[src/rtl/approx_mul_err_sweep.sv]
// Exhaustive 8x8 operand sweep with error statistics for an
// external approximate multiplier returning its product LAT cycles later.
module approx_mul_err_sweep #(
  parameter int LAT = 1
) (
  input  logic        clk,
  input  logic        rst,
  input  logic        start,
  output logic [7:0]  op_a,
  output logic [7:0]  op_b,
  input  logic [15:0] prod_in,
  output logic        busy,
  output logic        done,
  output logic [16:0] sample_cnt,
  output logic [16:0] err_cnt,
  output logic [31:0] sum_ed,
  output logic [15:0] max_ed,
  output logic [7:0]  max_a,
  output logic [7:0]  max_b
);

  typedef enum logic [1:0] {
    IDLE,
    RUN,
    DRAIN,
    DONE
  } state_t;

  localparam int D = (LAT > 0) ? LAT : 1;
  localparam logic [2:0] DLAST = 3'(D - 1);

  state_t state, nxt;

  logic [15:0] idx;
  logic [2:0]  dcnt;
  logic        go;
  logic        issue;
  logic        last;

  logic [D-1:0] vsr;
  logic [15:0]  tsr [D];

  logic        cmp_v;
  logic [15:0] cmp_t;
  logic [15:0] exact;
  logic [16:0] diff;
  logic [16:0] diff_n;
  logic [15:0] ed;

  assign go    = start && (state == IDLE || state == DONE);
  assign issue = (state == RUN);
  assign last  = (idx == 16'hffff);

  assign op_a = idx[15:8];
  assign op_b = idx[7:0];
  assign busy = (state == RUN) || (state == DRAIN);
  assign done = (state == DONE);

  always_comb begin
    nxt = state;
    unique case (state)
      IDLE:  if (start) nxt = RUN;
      RUN: begin
        if (last) nxt = (LAT == 0) ? DONE : DRAIN;
      end
      DRAIN: if (dcnt == DLAST) nxt = DONE;
      DONE:  if (start) nxt = RUN;
      default: nxt = IDLE;
    endcase
  end

  always_ff @(posedge clk) begin
    if (rst) state <= IDLE;
    else     state <= nxt;
  end

  always_ff @(posedge clk) begin
    if (rst) begin
      idx  <= '0;
      dcnt <= '0;
    end else begin
      if (go)
        idx <= '0;
      else if (issue && !last)
        idx <= idx + 16'd1;
      if (state == DRAIN) dcnt <= dcnt + 3'd1;
      else                dcnt <= '0;
    end
  end

  // Tags ride alongside the multiplier latency so each product meets its operands
  always_ff @(posedge clk) begin
    if (rst) begin
      vsr <= '0;
      for (int i = 0; i < D; i++) tsr[i] <= '0;
    end else begin
      vsr[0] <= issue;
      tsr[0] <= idx;
      for (int i = 1; i < D; i++) begin
        vsr[i] <= vsr[i-1];
        tsr[i] <= tsr[i-1];
      end
    end
  end

  generate
    if (LAT == 0) begin : g_comb
      assign cmp_v = issue;
      assign cmp_t = idx;
    end else begin : g_pipe
      assign cmp_v = vsr[D-1];
      assign cmp_t = tsr[D-1];
    end
  endgenerate

  assign exact  = {8'h00, cmp_t[15:8]} * {8'h00, cmp_t[7:0]};
  assign diff   = {1'b0, exact} - {1'b0, prod_in};
  assign diff_n = -diff;
  assign ed     = diff[16] ? diff_n[15:0] : diff[15:0];

  always_ff @(posedge clk) begin
    if (rst || go) begin
      sample_cnt <= '0;
      err_cnt    <= '0;
      sum_ed     <= '0;
      max_ed     <= '0;
      max_a      <= '0;
      max_b      <= '0;
    end else if (cmp_v) begin
      sample_cnt <= sample_cnt + 17'd1;
      if (ed != 16'd0) err_cnt <= err_cnt + 17'd1;
      sum_ed <= sum_ed + {16'h0000, ed};
      if (ed > max_ed) begin
        max_ed <= ed;
        max_a  <= cmp_t[15:8];
        max_b  <= cmp_t[7:0];
      end
    end
  end

endmodule
[config.mk]
export PLATFORM = sky130hd
export DESIGN_NAME = approx_mul_err_sweep
export DESIGN_NICKNAME = d
export VERILOG_FILES = /design/src/rtl/approx_mul_err_sweep.sv
export SDC_FILE = /design/constraint.sdc
export NUM_CORES = 1
export LEC_CHECK = 0
export ABC_AREA = 1
export CAP_MARGIN = 0
export CELL_PAD_IN_SITES_DETAIL_PLACEMENT = 1
export CELL_PAD_IN_SITES_GLOBAL_PLACEMENT = 1
export CORE_MARGIN = 5
export CORE_UTILIZATION = 43
export CTS_CLUSTER_DIAMETER = 150
export DETAILED_ROUTE_END_ITERATION = 10
export GPL_TIMING_DRIVEN = 0
export PLACE_DENSITY = 0.95
export SYNTH_ARGS = -nofsm -noshare
export SYNTH_HDL_FRONTEND = slang
export SYNTH_SLANG_ARGS = --single-unit
export TNS_END_PERCENT = 20
[constraint.sdc]
create_clock -name clk -period 11.91 [get_ports clk]
set_input_delay 2.9775 -clock clk [delete_from_list [all_inputs] [get_ports clk]]
set_output_delay 2.9775 -clock clk [all_outputs]
set_load 0.05 [all_outputs]
==> reports/metrics.csv <==
stage,metric,value,unit
pwr,clkPwrFrac,33.7,%
floorplanning,fp-row-count,56,
floorplanning,io-pin-count,135,
critical_path,cp-end-kind,flip-flop,
clock_network,cts_max_level,4,
sta,tightest_slew,0.9138,ns
sta,min_period_over_period,86.27,%
placement,place_area,12050,um2
drt,routed_wl,36520,um
sta,fin_crit,10.28,ns
critical_path,critPathMaxStageDelay,0.54,ns
drt,firstDrtPassIters,5,
pwr,p_per_area,136.1,nW/um2
clock_network,clockBufferDepth,2,
sta,relSlewSlack,38.31,%
sta,setup_viol,0,
clock_network,cts_tree,done,
placement,hpwl,27000,um
clock_network,cts_sinks,136,
critical_path,critPathKind,in2reg,
sta,slew_violations,0,
drt,via_count,10550,
grt,grt_pass1_vias,11840,
critical_path,cpMostUsedCell,nand2_1,
clock_network,post_cts_buffers,0,
pwr,vdd_drop_max,0.09882,mV
drt,drc,0,
synthesis,synth_area,10320,um2
drt,highest_layer,met4,
sta,timing.final.hold_violations,0,
grt,grt_pass1_wl,59110,um
clock_network,clk_pin_slew_worst_paths,0.06,ns
clock_network,clkLatencyLatePin,0.44,ns
placement,io_buffers,133,
critical_path,crit_path_start_kind,input pin,
floorplanning,dieWidth,164.9,um
synthesis,syn_area_per_cell,6.882,um2
floorplanning,dieArea,27200,um2
grt,antenna_found_initial,0,
critical_path,r2r-start,tsr[0][8]$_SDFF_PP0_,
drt,antenna_left,0,
pwr,p_int,1.036,mW
synthesis,netlist-cell-type-count,44,
grt,grt_usage,27.42,%
final_layout,final_cell_area,12690,um2
sta,skew,0.01270,ns
pwr,p_comb_share,35.9,%
sta,setup_tns,0,ns
synthesis,dominantRegCellSynth,dfxtp_1,
pwr,power,1.727,mW
pwr,p_leak,5.997,nW
final_layout,nets,1806,
drt,wire_per_inst,18.41,um
clock_network,cts_made_buffers,17,
synthesis,synthCells,1500,
pwr,seqPwrFrac,30.4,%
run,max-cap-violations,0,
final_layout,n_antenna_cell,0,
drt,drt_iter0_drc,519,
pwr,switching_power,0.6905,mW
synthesis,async_flop_share,0,%
floorplanning,start_util,43.85,%
run_status,outcome,finished clean,
sta,fmax,0.09732,GHz
drt,dr_wl_met3,1922,um
clock_network,cts_hold_buf,0,
critical_path,worst_path_max_delay_cell,fa_1,
worst_hold_path,min_from,dcnt[0]$_SDFF_PP0_,
placement,dp_cells,1952,
final_layout,area_growth,22.92,%
final_layout,drive_above_1_share,3.964,%
synthesis,synth-edff-count,0,
floorplanning,coreArea,23540,um2
pwr,netSwitchingFraction,39.99,%
clock_network,cts.repair.resized,0,
critical_path,startpoint,prod_in[9],
drt,via_per_inst,5.319,
drt,met2_length,19060,um
synthesis,ys_seq_area_share,26.38,%
critical_path,arrival,10.64,ns
synthesis,syn_nets,1654,
clock_network,clk_root_buffer_cell,clkbuf_16,
worst_hold_path,hp-class,reg2reg,
drt,drt-met1-wl,14180,um
grt,overflow,0,
final_layout,layout.cells.non_filler,1984,
sta,rsz0062_at_grt,no,
synthesis,yosysWarnings,0,
critical_path,path_max_fanout,10,
critical_path,worstPathRequired,12.27,ns
synthesis,synth-seq-cells,136,
final_layout,fin_util,53.90,%
placement,routabilityCongestion,0.9073,
floorplanning,die_h,164.9,um
grt,grt_max_degree,17,
[sequential cells by signal, summed over array words and instances, names as in the netlist]
name        flops
max_ed         16
cmp_v           1
sample_cnt     17
max_b           8
err_cnt        17
dcnt            3
tsr            16
sum_ed         32
state           2
max_a           8
idx            16
[kinds of logic after synthesis]
group	Yosys count	synth area share (%)
AND/OR/NAND/NOR	646	26.65
buffers and inverters	350	13.19
AO/OA/AOI/OAI	188	9.746
flip-flops	136	26.38
adder cells (fa/ha/maj)	135	20.07
XOR/XNOR	45	3.964
[synthesized netlist by cell type (all sizes together), types with 6 or more instances]
master / count / area [um2]
fa: 51 / 1021
xor2: 37 / 339.1
a21oi: 114 / 574.3
nand2: 307 / 1170
nor2: 182 / 693.2
dfxtp: 136 / 2723
clkbuf: 33 / 123.9
nand3: 92 / 475.5
o21a: 6 / 45.04
nor3: 21 / 110.1
nand3b: 19 / 142.6
xnor2: 8 / 70.07
nand4: 16 / 100.1
buf: 21 / 126.4
inv: 296 / 1111
o21ai: 51 / 255.3
ha: 84 / 1051
[through the flow]
stage	hold slack, ns	setup slack (ns)
3_3_place_gp	0.4280	1.622
3_5_place_dp	0.4410	1.432
6_report	0.4519	1.635
2_1_floorplan	0.4173	3.026
4_1_cts	0.4548	1.736
5_1_grt	0.4945	1.066
[placed cells by master (no fill, tap or decap), drive strengths merged, types with 37 or more instances in the layout]
master         Yosys  routed
dfxtp            136     136
ha                84      84
o21ai             51      51
inv              296     299
nand2            307     307
fa                51      51
a21oi            114     114
nor2             182     182
nand3             92      92
clkbuf            33      52
xor2              37      37
clkdlybuf4s50      0     133
[power groups by stage]
| stage | sequential [mW] | clock, mW | combinational [mW] |
|---|---|---|---|
| floorplan | 0.619 | 0 | 0.311 |
| global placement | 0.530 | 0 | 0.566 |
| detailed placement | 0.532 | 0 | 0.595 |
| CTS | 0.523 | 0.583 | 0.616 |
| global route | 0.527 | 0.604 | 0.666 |
| finish | 0.524 | 0.582 | 0.620 |
[final cells by class]
| class | count | area, um2 |
|---|---|---|
| fillers | 3069 | 10850 |
| clock inverters | 13 | 192.7 |
| well taps | 319 | 399.1 |
| plain buffers | 54 | 250.2 |
| repair buffers | 133 | 1331 |
| inverters | 296 | 1111 |
| multi-input cells | 1014 | 6238 |
| flip-flops and latches | 136 | 2723 |
| clock buffers | 19 | 442.9 |
[worst max-delay path, delay by kind of cell]
family / cells / cell delay (ns)
buf+inv: 6 / 1.00
compound gates: 6 / 1.22
simple gates: 19 / 2.21
fa+ha+maj: 6 / 2.88
xor+xnor: 1 / 0.35
[metal layers]
layer | global-route usage [%] | up-vias
li1 | - | 4953
met1 | 29.60 | 5166
met2 | 51.29 | 320
met3 | 6.089 | 114
met4 | 11.49 | 0
met5 | 0 | -
[final timing paths]
| path | end | cells past startpoint | slack, ns |
|---|---|---|---|
| max reg2reg | sum_ed[20]$_SDFFE_PP0P_ | 37 | 3.67 |
| min reg2reg | dcnt[0]$_SDFF_PP0_ | 1 | 0.45 |
| max | sum_ed[20]$_SDFFE_PP0P_ | 38 | 1.63 |
| min | dcnt[0]$_SDFF_PP0_ | 1 | 0.45 |
Power figures use the tool's default switching activity.
